**config.mk**
```make
export PLATFORM = sky130hd
export DESIGN_NAME = gate_sweep_ctrl_flat
export DESIGN_NICKNAME = d
export VERILOG_FILES = /design/src/rtl/gate_sweep_ctrl_if.sv /design/src/rtl/gate_sweep_ctrl.sv /design/src/flat_wrapper.sv
export SDC_FILE = /design/constraint.sdc
export NUM_CORES = 1
export LEC_CHECK = 0
export BUFFER_PORTS_ARGS = -buffer_cell sky130_fd_sc_hd__buf_4
export CAP_MARGIN = 10
export CELL_PAD_IN_SITES_DETAIL_PLACEMENT = 1
export CELL_PAD_IN_SITES_GLOBAL_PLACEMENT = 1
export CORE_ASPECT_RATIO = 1.2
export CORE_UTILIZATION = 33
export CTS_CLUSTER_DIAMETER = 100
export DETAILED_ROUTE_END_ITERATION = 7
export PLACE_DENSITY = 0.73
export SETUP_SLACK_MARGIN = 0.1
export SLEW_MARGIN = 20
export SYNTH_ARGS = -nofsm -noshare
export SYNTH_HDL_FRONTEND = slang
export SYNTH_SLANG_ARGS = --single-unit
```
**constraint.sdc**
```tcl
create_clock -name clk -period 2.24 [get_ports clk]
set_input_delay 0.112 -clock clk [delete_from_list [all_inputs] [get_ports clk]]
set_output_delay 0.112 -clock clk [all_outputs]
set_load 0.01 [all_outputs]
```
**src/rtl/gate_sweep_ctrl_if.sv**
```systemverilog
// Bus between a test master (plus the gate under test) and gate_sweep_ctrl.
// With GATE_SWEEP_ABORT_EN defined the bus also carries the abort request.
//
// Handshake: start is sampled on every rising edge but only acts while the
// sequencer is idle (busy=0, done=0); a start seen while busy or during the
// done cycle is dropped, never queued. done is a one-cycle pulse marking
// pass/err_count/fail_vec valid; they then hold until the next accepted start.
interface gate_sweep_ctrl_if;
   logic       start;
   logic       gate_y;
   logic       gate_a;
   logic       gate_b;
   logic       busy;
   logic       done;
   logic       pass;
   logic [2:0] err_count;
   logic [3:0] fail_vec;
   logic [1:0] fsm_state;   // debug view of the sequencer state (0 idle, 1 run, 2 done)
`ifdef GATE_SWEEP_ABORT_EN
   logic       abort;

   modport master (
      output start, gate_y, abort,
      input  gate_a, gate_b, busy, done, pass, err_count, fail_vec, fsm_state
   );
   modport slave (
      input  start, gate_y, abort,
      output gate_a, gate_b, busy, done, pass, err_count, fail_vec, fsm_state
   );
`else
   modport master (
      output start, gate_y,
      input  gate_a, gate_b, busy, done, pass, err_count, fail_vec, fsm_state
   );
   modport slave (
      input  start, gate_y,
      output gate_a, gate_b, busy, done, pass, err_count, fail_vec, fsm_state
   );
`endif
endinterface

```
**src/rtl/gate_sweep_ctrl.sv**
```systemverilog
// Self-test sequencer for a 2-input gate: drives 00, 01, 10, 11 for
// HOLD_CYCLES each, samples gate_y on the closing edge of every vector and
// compares it with EXP_TABLE (bit i = expected output for {gate_a,gate_b}=i).
// Optional feature: define GATE_SWEEP_ABORT_EN to add bus.abort, which
// cancels a running sweep and clears the results.
module gate_sweep_ctrl #(
   parameter int unsigned HOLD_CYCLES = 2,
   parameter logic [3:0]  EXP_TABLE   = 4'b0001
) (
   input  logic             clk,
   input  logic             rst_n,
   gate_sweep_ctrl_if.slave bus
);

   typedef enum logic [1:0] {
      IDLE = 2'd0,
      RUN  = 2'd1,
      DONE = 2'd2
   } state_t;

   localparam logic [7:0] HOLD_LAST = 8'(HOLD_CYCLES - 1);

   state_t     state;
   state_t     state_nxt;
   logic [1:0] vec;
   logic [7:0] hold;
   logic       abort_hit;
   logic       cmp_edge;
   logic       mismatch;
   logic [3:0] fail_upd;
   logic [2:0] err_upd;

`ifdef GATE_SWEEP_ABORT_EN
   assign abort_hit = (state == RUN) && bus.abort;
`else
   assign abort_hit = 1'b0;
`endif

   // Compare edge closes a vector's hold window; an abort on the same edge wins.
   assign cmp_edge = (state == RUN) && (hold == HOLD_LAST) && !abort_hit;
   assign mismatch = (bus.gate_y != EXP_TABLE[vec]);
   assign fail_upd = bus.fail_vec | (mismatch ? (4'b0001 << vec) : 4'b0000);
   assign err_upd  = (mismatch && (bus.err_count != 3'd4)) ? bus.err_count + 3'd1
                                                           : bus.err_count;

   // State register.
   always_ff @(posedge clk) begin
      if (!rst_n) state <= IDLE;
      else        state <= state_nxt;
   end

   // Next-state decode: IDLE -> RUN on start, RUN -> DONE after vector 3, DONE -> IDLE.
   always_comb begin
      state_nxt = state;
      case (state)
         IDLE: if (bus.start) state_nxt = RUN;
         RUN: begin
            if (abort_hit)                     state_nxt = IDLE;
            else if (cmp_edge && (vec == 2'd3)) state_nxt = DONE;
         end
         DONE:    state_nxt = IDLE;
         default: state_nxt = IDLE;
      endcase
   end

   // Unregistered outputs: the done pulse and the debug state view.
   always_comb begin
      bus.done      = (state == DONE);
      bus.fsm_state = state;
   end

   // Sweep datapath: vector/hold counters, registered gate drive and results.
   always_ff @(posedge clk) begin
      if (!rst_n) begin
         vec           <= 2'd0;
         hold          <= 8'd0;
         bus.gate_a    <= 1'b0;
         bus.gate_b    <= 1'b0;
         bus.busy      <= 1'b0;
         bus.pass      <= 1'b0;
         bus.err_count <= 3'd0;
         bus.fail_vec  <= 4'd0;
      end else begin
         case (state)
            IDLE: begin
               if (bus.start) begin
                  vec           <= 2'd0;
                  hold          <= 8'd0;
                  bus.gate_a    <= 1'b0;
                  bus.gate_b    <= 1'b0;
                  bus.busy      <= 1'b1;
                  bus.pass      <= 1'b0;
                  bus.err_count <= 3'd0;
                  bus.fail_vec  <= 4'd0;
               end
            end
            RUN: begin
               if (abort_hit) begin
                  vec           <= 2'd0;
                  hold          <= 8'd0;
                  bus.gate_a    <= 1'b0;
                  bus.gate_b    <= 1'b0;
                  bus.busy      <= 1'b0;
                  bus.pass      <= 1'b0;
                  bus.err_count <= 3'd0;
                  bus.fail_vec  <= 4'd0;
               end else if (cmp_edge) begin
                  hold          <= 8'd0;
                  bus.fail_vec  <= fail_upd;
                  bus.err_count <= err_upd;
                  if (vec == 2'd3) begin
                     // Last vector: pass must include this vector's own result.
                     bus.busy   <= 1'b0;
                     bus.gate_a <= 1'b0;
                     bus.gate_b <= 1'b0;
                     bus.pass   <= (fail_upd == 4'd0);
                  end else begin
                     vec                      <= vec + 2'd1;
                     {bus.gate_a, bus.gate_b} <= vec + 2'd1;
                  end
               end else begin
                  hold <= hold + 8'd1;
               end
            end
            default: ;
         endcase
      end
   end

endmodule

```
**src/flat_wrapper.sv**
```systemverilog
// flat-port wrapper written by rule: the top's interface ports become plain ports
module gate_sweep_ctrl_flat 
#(
   parameter int unsigned HOLD_CYCLES = 2,
   parameter logic [3:0]  EXP_TABLE   = 4'b0001
)
  (clk, rst_n, bus_start, bus_gate_y, bus_gate_a, bus_gate_b, bus_busy, bus_done, bus_pass, bus_err_count, bus_fail_vec, bus_fsm_state);
  gate_sweep_ctrl_if bus_i ();
  input  logic clk;
  input  logic rst_n;
  input wire logic [$bits(bus_i.start)-1:0] bus_start;
  input wire logic [$bits(bus_i.gate_y)-1:0] bus_gate_y;
  output wire logic [$bits(bus_i.gate_a)-1:0] bus_gate_a;
  output wire logic [$bits(bus_i.gate_b)-1:0] bus_gate_b;
  output wire logic [$bits(bus_i.busy)-1:0] bus_busy;
  output wire logic [$bits(bus_i.done)-1:0] bus_done;
  output wire logic [$bits(bus_i.pass)-1:0] bus_pass;
  output wire logic [$bits(bus_i.err_count)-1:0] bus_err_count;
  output wire logic [$bits(bus_i.fail_vec)-1:0] bus_fail_vec;
  output wire logic [$bits(bus_i.fsm_state)-1:0] bus_fsm_state;
  assign bus_i.start = bus_start;
  assign bus_i.gate_y = bus_gate_y;
  assign bus_gate_a = bus_i.gate_a;
  assign bus_gate_b = bus_i.gate_b;
  assign bus_busy = bus_i.busy;
  assign bus_done = bus_i.done;
  assign bus_pass = bus_i.pass;
  assign bus_err_count = bus_i.err_count;
  assign bus_fail_vec = bus_i.fail_vec;
  assign bus_fsm_state = bus_i.fsm_state;
  gate_sweep_ctrl #(.HOLD_CYCLES(HOLD_CYCLES), .EXP_TABLE(EXP_TABLE)) u_core (.clk(clk), .rst_n(rst_n), .bus(bus_i));
endmodule
```
==> results by group, run 1 <==
Critical path
  – Reg2Reg Setup Slack: 270 ps
  – Data required time of the worst path: 2430 ps
  – CP Max Fanout: 5
  – CP Capture Type: register
  – Reg2reg path depth: 7
  – RR Endpoint: u_core.bus.err_count[0]$_SDFFE_PN0P_
  – Worst EP arrival: 2160 ps
  – Critical Setup Path Class: register to register
  – Crit start category: register
  – Reg2reg start: u_core.vec[0]$_SDFFE_PN0P_

STA
  – Slew Viols, Final: 0
  – Fmax: 507.4 MHz
  – Final Setup Violations: 0
  – TNS Setup: 0 ps
  – RSZ-0062 raised after global routing: false
  – Min Tclk post-route: 1971 ps
  – WHS: 229.2 ps
  – Final hold violations: 0
  – Skew final: 3.093 ps
  – Worst Tran Pin Value: 547.4 ps
  – Period utilisation layout: 0.8798
  – Max-slew headroom: 0.6323

Clock network
  – Clk sinks: 23
  – Cts hold-fix bufs: 0
  – TritonCTS clock tree: yes
  – Depth of the CTS H-tree: 1
  – CTS clk-pin slew, worst paths: 80 ps
  – CTS Root Cell: clkbuf_8
  – PostCTS Resize Cnt: 0
  – Clock Path Buffers: 2
  – Latest clock arrival within the worst-skew pair: 260 ps
  – Setup Buffers After CTS: 0
  – CTS buffer count: 3

Global route
  – Largest net degree at the start of global routing: 29
  – Grt ovf: 0
  – Vias in the first global route: 1106
  – Initial antenna violation count: 0
  – First-pass GRT wire length: 4974 µm
  – GRT Util Overall: 0.1578

Finish
  – Layout cells sized above 1: 0.1859
  – Area grow syn2layout: 16.33%
  – Commonest non-fill, non-tap cell in the layout: dfxtp_1
  – Ant. Diodes: 0
  – Fin nets: 170
  – Fillers: 442
  – Final core utilization: 0.4007
  – Most frequent cells in the layout: dfxtp_1, buf_4, nand2_1

Worst hold path
  – Hold Crit Endpoint: u_core.bus.err_count[2]$_SDFFE_PN0P_
  – Hold Path Stages: 2
  – Worst hold path type: primary input to register
  – Beginning of the worst hold path: rst_n

Yosys
  – Synth Instances: 138
  – Top cell type's share of synthesized area: 0.3710
  – Synthesized cell area: 1241 µm²
  – Syn avg cell area: 8.994 µm²
  – Synth Register Bits: 23
  – Synth warn: 0
  – Post-synth top flop: dfxtp_1
  – FFs w/ async S/R, synth: 0
  – Post-synth EDFFs: 0
  – Synth area leader: dfxtp_1
  – Dominant cells by area after synthesis: dfxtp_1, ha_1, nand3_1, nand2_1, nor2_1
  – Synthesized net count: 151
  – Synth unique cells: 44
  – Post-synthesis sequential area ratio: 0.3710

Floorplanning
  – Die area: 4011 µm²
  – Ports: 18
  – Chip height: 69.18 µm
  – Die Width: 57.99 µm
  – Initial core utilization: 0.3444
  – Core area: 3603 µm²
  – Row count: 24

Route
  – Via count: 1104
  – 1st-iter DRT viols: 26
  – Via/cell ratio: 5.662
  – Post-Route WL: 3004 µm
  – 1st-pass router iterations: 6
  – DR WL/cell: 15.41 µm
  – Post-route ant nets: 0
  – DRC Markers: 1

Power
  – Total design power: 861.9 µW
  – Power Density: 597.0 nW/µm²
  – Cell leakage power: 0.5547 nW
  – Worst VDD drop: 0.2440 mV

Status
  – Failing checks: design-rule violations
  – Status: complete, but fails checks

Placed design
  – I/O Buffers: 17
  – GPL Wtd Cong: 0.8083
  – Post-DP HPWL: 2308 µm

Job
  – Maxcap violations: 0
cells in the mapped netlist (3+ instances only):
| cell | count |
|---|---|
| dfxtp_1 | 23 |
| nand2_1 | 13 |
| nand3_1 | 12 |
| nor2_1 | 12 |
| ha_1 | 9 |
| a21oi_1 | 7 |
| inv_1 | 6 |
| nor3_1 | 4 |
| o21ai_0 | 4 |
| nand4b_1 | 3 |
| nor3b_1 | 3 |
| o311ai_1 | 3 |
| xor2_1 | 3 |
metal layers:
| metal | part of all wire | track usage | routed length, µm | vias to the layer above |
|---|---|---|---|---|
| li1 | - | - | - | 540 |
| met1 | 0.42 | 0.1811 | 1275 | 544 |
| met2 | 0.54 | 0.3001 | 1637 | 16 |
| met3 | 0.020 | 0.01119 | 60 | 4 |
| met4 | 0.0097 | 0.04762 | 29 | 0 |
| met5 | 0 | 0 | 0 | - |
critical path, stage by stage, from the launching register on:
cell and delay (ps):
dfxtp_1 390, inv_1 90, ha_1 210, ha_1 360, a21oi_1 370, and4_1 240
o21ai_0 80, a21boi_0 150
registers in the layout, summed over array words and instances, names as in the netlist:
| name | flops |
|---|---|
| u_core.hold | 8 |
| u_core.bus.gate_a | 1 |
| u_core.bus.fail_vec | 4 |
| u_core.bus.err_count | 3 |
| u_core.vec | 2 |
| u_core.bus.fsm_state | 2 |
| u_core.bus.busy | 1 |
| u_core.bus.gate_b | 1 |
| u_core.bus.pass | 1 |
area by class of cell:
| class | count | area, µm² | share of cell area |
|---|---|---|---|
| inverter | 6 | 22.52 | 0.01560 |
| sequential | 23 | 460.4 | 0.3189 |
| clock buffer | 4 | 45.04 | 0.03120 |
| multi-input combinational | 105 | 732.0 | 0.5069 |
| tap | 39 | 48.80 | 0.03380 |
| timing repair buffer | 18 | 135.1 | 0.09359 |
cell families (layout without fill, tap and decap cells):
group | Yosys count | count (layout) | share of synthesized area
flip-flops | 23 | 23 | 0.3710
XOR/XNOR | 3 | 3 | 0.02117
multiplexers | 1 | 1 | 0.008065
AND/OR/NAND/NOR | 62 | 62 | 0.3055
adder cells (fa/ha/maj) | 9 | 9 | 0.09073
buffers and inverters | 10 | 28 | 0.03931
AO/OA/AOI/OAI | 30 | 30 | 0.1643
power breakdown:
| group | switching (mW) | total (mW) | internal (mW) |
|---|---|---|---|
| registers | 0.0185 | 0.441 | 0.422 |
| logic | 0.102 | 0.167 | 0.0644 |
| clock network | 0.128 | 0.255 | 0.127 |
worst max-delay path by stage:
| stage | startpoint | cells after the start | endpoint |
|---|---|---|---|
| 3_5_place_dp | u_core.vec[0]$_SDFFE_PN0P_ | 7 | u_core.bus.err_count[0]$_SDFFE_PN0P_ |
| 2_1_floorplan | u_core.vec[0]$_SDFFE_PN0P_ | 7 | u_core.bus.err_count[0]$_SDFFE_PN0P_ |
| 6_report | u_core.vec[0]$_SDFFE_PN0P_ | 7 | u_core.bus.err_count[0]$_SDFFE_PN0P_ |
| 4_1_cts | u_core.vec[0]$_SDFFE_PN0P_ | 7 | u_core.bus.err_count[0]$_SDFFE_PN0P_ |
| 5_1_grt | u_core.vec[0]$_SDFFE_PN0P_ | 7 | u_core.bus.err_count[0]$_SDFFE_PN0P_ |
| 3_3_place_gp | u_core.vec[0]$_SDFFE_PN0P_ | 7 | u_core.bus.err_count[0]$_SDFFE_PN0P_ |
through the flow:
stage / cell area, µm² / cells / worst slack [ps]
2_1_floorplan: 1241 / 138 / 566.5
3_3_place_gp: 1399 / 191 / 376.3
3_5_place_dp: 1399 / 191 / 319.4
4_1_cts: 1444 / 195 / 259.7
5_1_grt: 1444 / 195 / 155.6
6_report: 1444 / 195 / 269.3
Power figures use the tool's default switching activity.
==> inputs of run 2 (changes only) <==
clock period = 1.9 ns   (was 2.24 ns; I/O delays follow)
==> results by group, run 2 (synthesized netlist as in run 1, its figures left out) <==
Status
  – Status: complete, but fails checks
  – Failing checks: design-rule violations

Critical path
  – CP Max Fanout: 4 (-1)
  – Critical Setup Path Class: register to register
  – Reg2reg path depth: 6 (-1)
  – Worst EP arrival: 1950 ps (-210 ps)
  – Reg2reg start: u_core.hold[1]$_SDFFE_PN0P_
  – Reg2Reg Setup Slack: 130 ps (-140 ps)
  – Slowest stage delay, CP: 510 ps (+120 ps)
  – CP cell instances: inv_2 > ha_2 > or4b_4 > nor3_4 > a21oi_2 > a41o_1
  – CP Capture Type: register
  – Slowest-stage cell, CP: or4b_4
  – RR Endpoint: u_core.bus.err_count[1]$_SDFFE_PN0P_
  – Buf+Inv Stages, Crit Path: 1 (unchanged)
  – Crit start category: register
  – Crit path max-delay family: simple AND/OR/NAND/NOR gates
  – Data required time of the worst path: 2080 ps (-350 ps)

Finish
  – Layout cells sized above 1: 0.3152 (+0.1293)
  – Biggest register: u_core.hold
  – Fin area: 1564 µm² (+8.3%)
  – Area grow syn2layout: 26.01%
  – Commonest non-fill, non-tap cell in the layout: buf_4
  – Fin nets: 179 (+5.3%)
  – Most frequent cells in the layout: buf_4, dfxtp_1, nand2_1
  – Largest register FFs: 8 (unchanged)
  – Final core utilization: 0.4340 (+0.03333)
  – Biggest regs: u_core.hold: 8 flops, u_core.bus.fail_vec: 4 flops, u_core.bus.err_count: 3 flops
  – Ant. Diodes: 0 (unchanged)

STA
  – Fmax: 565.9 MHz (+12%)
  – Period utilisation layout: 0.9300 (+0.05021)
  – Min Tclk post-route: 1767 ps (-203.7 ps)
  – Final Setup Violations: 0 (unchanged)
  – Worst Tran Pin Value: 358.8 ps (-188.5 ps)
  – Max-slew headroom: 0.7603 (+0.1280)
  – Final hold violations: 0 (unchanged)
  – Skew final: 11.85 ps (+8.756 ps)
  – WHS: 181.5 ps (-47.69 ps)
  – Slew Viols, Final: 0 (unchanged)
  – TNS Setup: 0 ps (unchanged)
  – RSZ-0062 raised after global routing: true

Floorplanning
  – Row count: 24 (unchanged)
  – Initial core utilization: 0.3444 (unchanged)
  – Die area: 4011 µm² (unchanged)
  – Core area: 3603 µm² (unchanged)
  – Die Width: 57.99 µm (unchanged)
  – Ports: 18 (unchanged)
  – Chip height: 69.18 µm (unchanged)

Power
  – Switching pwr: 327.1 µW (+32%)
  – Combinational share of power: 0.217 (+0.024)
  – Sw frac: 0.3029 (+0.01458)
  – Worst VDD drop: 0.2816 mV (+15%)
  – Clock power share: 0.301 (+0.006)
  – Cell leakage power: 0.6050 nW (+9.1%)
  – Total design power: 1.080 mW (+25%)
  – Power Density: 690.4 nW/µm² (+16%)
  – Pint: 752.7 µW (+23%)
  – Reg power frac: 0.482 (-0.029)

Route
  – Via count: 1115 (+1.0%)
  – DRC Markers: 1 (unchanged)
  – Post-Route WL: 3186 µm (+6.1%)
  – 1st-pass router iterations: 6 (unchanged)
  – 1st-iter DRT viols: 10 (-62%)
  – Post-route ant nets: 0 (unchanged)
  – Via/cell ratio: 5.466 (-3.5%)
  – DR WL/cell: 15.62 µm (+1.4%)

Job
  – Maxcap violations: 0 (unchanged)

Global route
  – GRT Util Overall: 0.1742 (+0.01639)
  – Initial antenna violation count: 0 (unchanged)
  – Grt ovf: 0 (unchanged)
  – First-pass GRT wire length: 5423 µm (+9.0%)
  – Vias in the first global route: 1178 (+6.5%)
  – Largest net degree at the start of global routing: 29 (unchanged)

Worst hold path
  – Hold Path Stages: 2 (unchanged)
  – Beginning of the worst hold path: rst_n
  – Hold Crit Endpoint: u_core.bus.err_count[2]$_SDFFE_PN0P_
  – Worst hold path type: primary input to register

Clock network
  – Clock Path Buffers: 2 (unchanged)
  – CTS Root Cell: clkbuf_8
  – Clk sinks: 23 (unchanged)
  – CTS buffer count: 3 (unchanged)
  – TritonCTS clock tree: yes
  – Depth of the CTS H-tree: 1 (unchanged)
  – CTS clk-pin slew, worst paths: 90 ps (about the same)
  – Cts hold-fix bufs: 0 (unchanged)
  – Latest clock arrival within the worst-skew pair: 280 ps (+20 ps)

Placed design
  – Cell Area, Placed: 1436 µm² (+2.7%)
  – I/O Buffers: 17 (unchanged)
  – Post-DP HPWL: 2483 µm (+7.6%)
  – GPL Wtd Cong: 0.8102 (+0.24%)
[run 2: changes by cell type in the layout (fill, tap and decap cells not counted), sizes merged]
cell      delta
buf          +9
clkinvlp     +1
clkbuf       -1
[run 2: layout make-up]
cell class                      instances  area [µm²]
Fill cell                             428        2039
Inverter                                6       22.52
Clock buffer                            3       41.29
Clock inverter                          1       7.507
Sequential cell                        23       467.9
Tap cell                               39       48.80
Multi-Input combinational cell        105       773.2
Timing Repair Buffer                   27       202.7
[run 2: worst max path at each step]
stage | start | to | slack, ps | cells after the start
6_report | u_core.hold[1]$_SDFFE_PN0P_ | u_core.bus.err_count[1]$_SDFFE_PN0P_ | 130 | 6
5_1_grt | u_core.hold[1]$_SDFFE_PN0P_ | u_core.bus.err_count[1]$_SDFFE_PN0P_ | 40 | 6
4_1_cts | u_core.vec[0]$_SDFFE_PN0P_ | u_core.bus.pass$_SDFFE_PN0P_ | 120 | 7
3_5_place_dp | u_core.vec[0]$_SDFFE_PN0P_ | u_core.bus.err_count[0]$_SDFFE_PN0P_ | 30 | 7
3_3_place_gp | u_core.vec[0]$_SDFFE_PN0P_ | u_core.bus.pass$_SDFFE_PN0P_ | 90 | 7
2_1_floorplan | u_core.vec[0]$_SDFFE_PN0P_ | u_core.bus.err_count[0]$_SDFFE_PN0P_ | 230 | 7
[run 2: layer usage]
| layer | vias to the layer above | track usage | routed length, µm |
|---|---|---|---|
| met4 | 0 | 0.09259 | 80 |
| met2 | 15 | 0.3180 | 1767 |
| li1 | 554 | - | - |
| met3 | 7 | 0.02799 | 68 |
| met1 | 539 | 0.1846 | 1270 |
| met5 | - | 0 | 0 |
[run 2: per-stage QoR]
stage               worst slack [ps]  instances
global route                   41.99        204
floorplan                      226.5        138
detailed placement             26.98        196
CTS                            116.4        200
finish                         133.1        204
global placement               85.47        196
[run 2: power by group through the flow]
| stage | clock network, mW | registers, mW | logic [mW] |
|---|---|---|---|
| 2_1_floorplan | 0 | 0.531 | 0.132 |
| 3_5_place_dp | 0 | 0.531 | 0.214 |
| 3_3_place_gp | 0 | 0.529 | 0.206 |
| 5_1_grt | 0.349 | 0.524 | 0.257 |
| 6_report | 0.325 | 0.521 | 0.234 |
| 4_1_cts | 0.334 | 0.521 | 0.216 |
[run 2: timing repair]
action,4_1_cts,5_1_grt
setup buffers,0,4
pin swaps,1,5
setup endpoints to repair,5,10
cloned,0,0
gates resized for setup,5,10
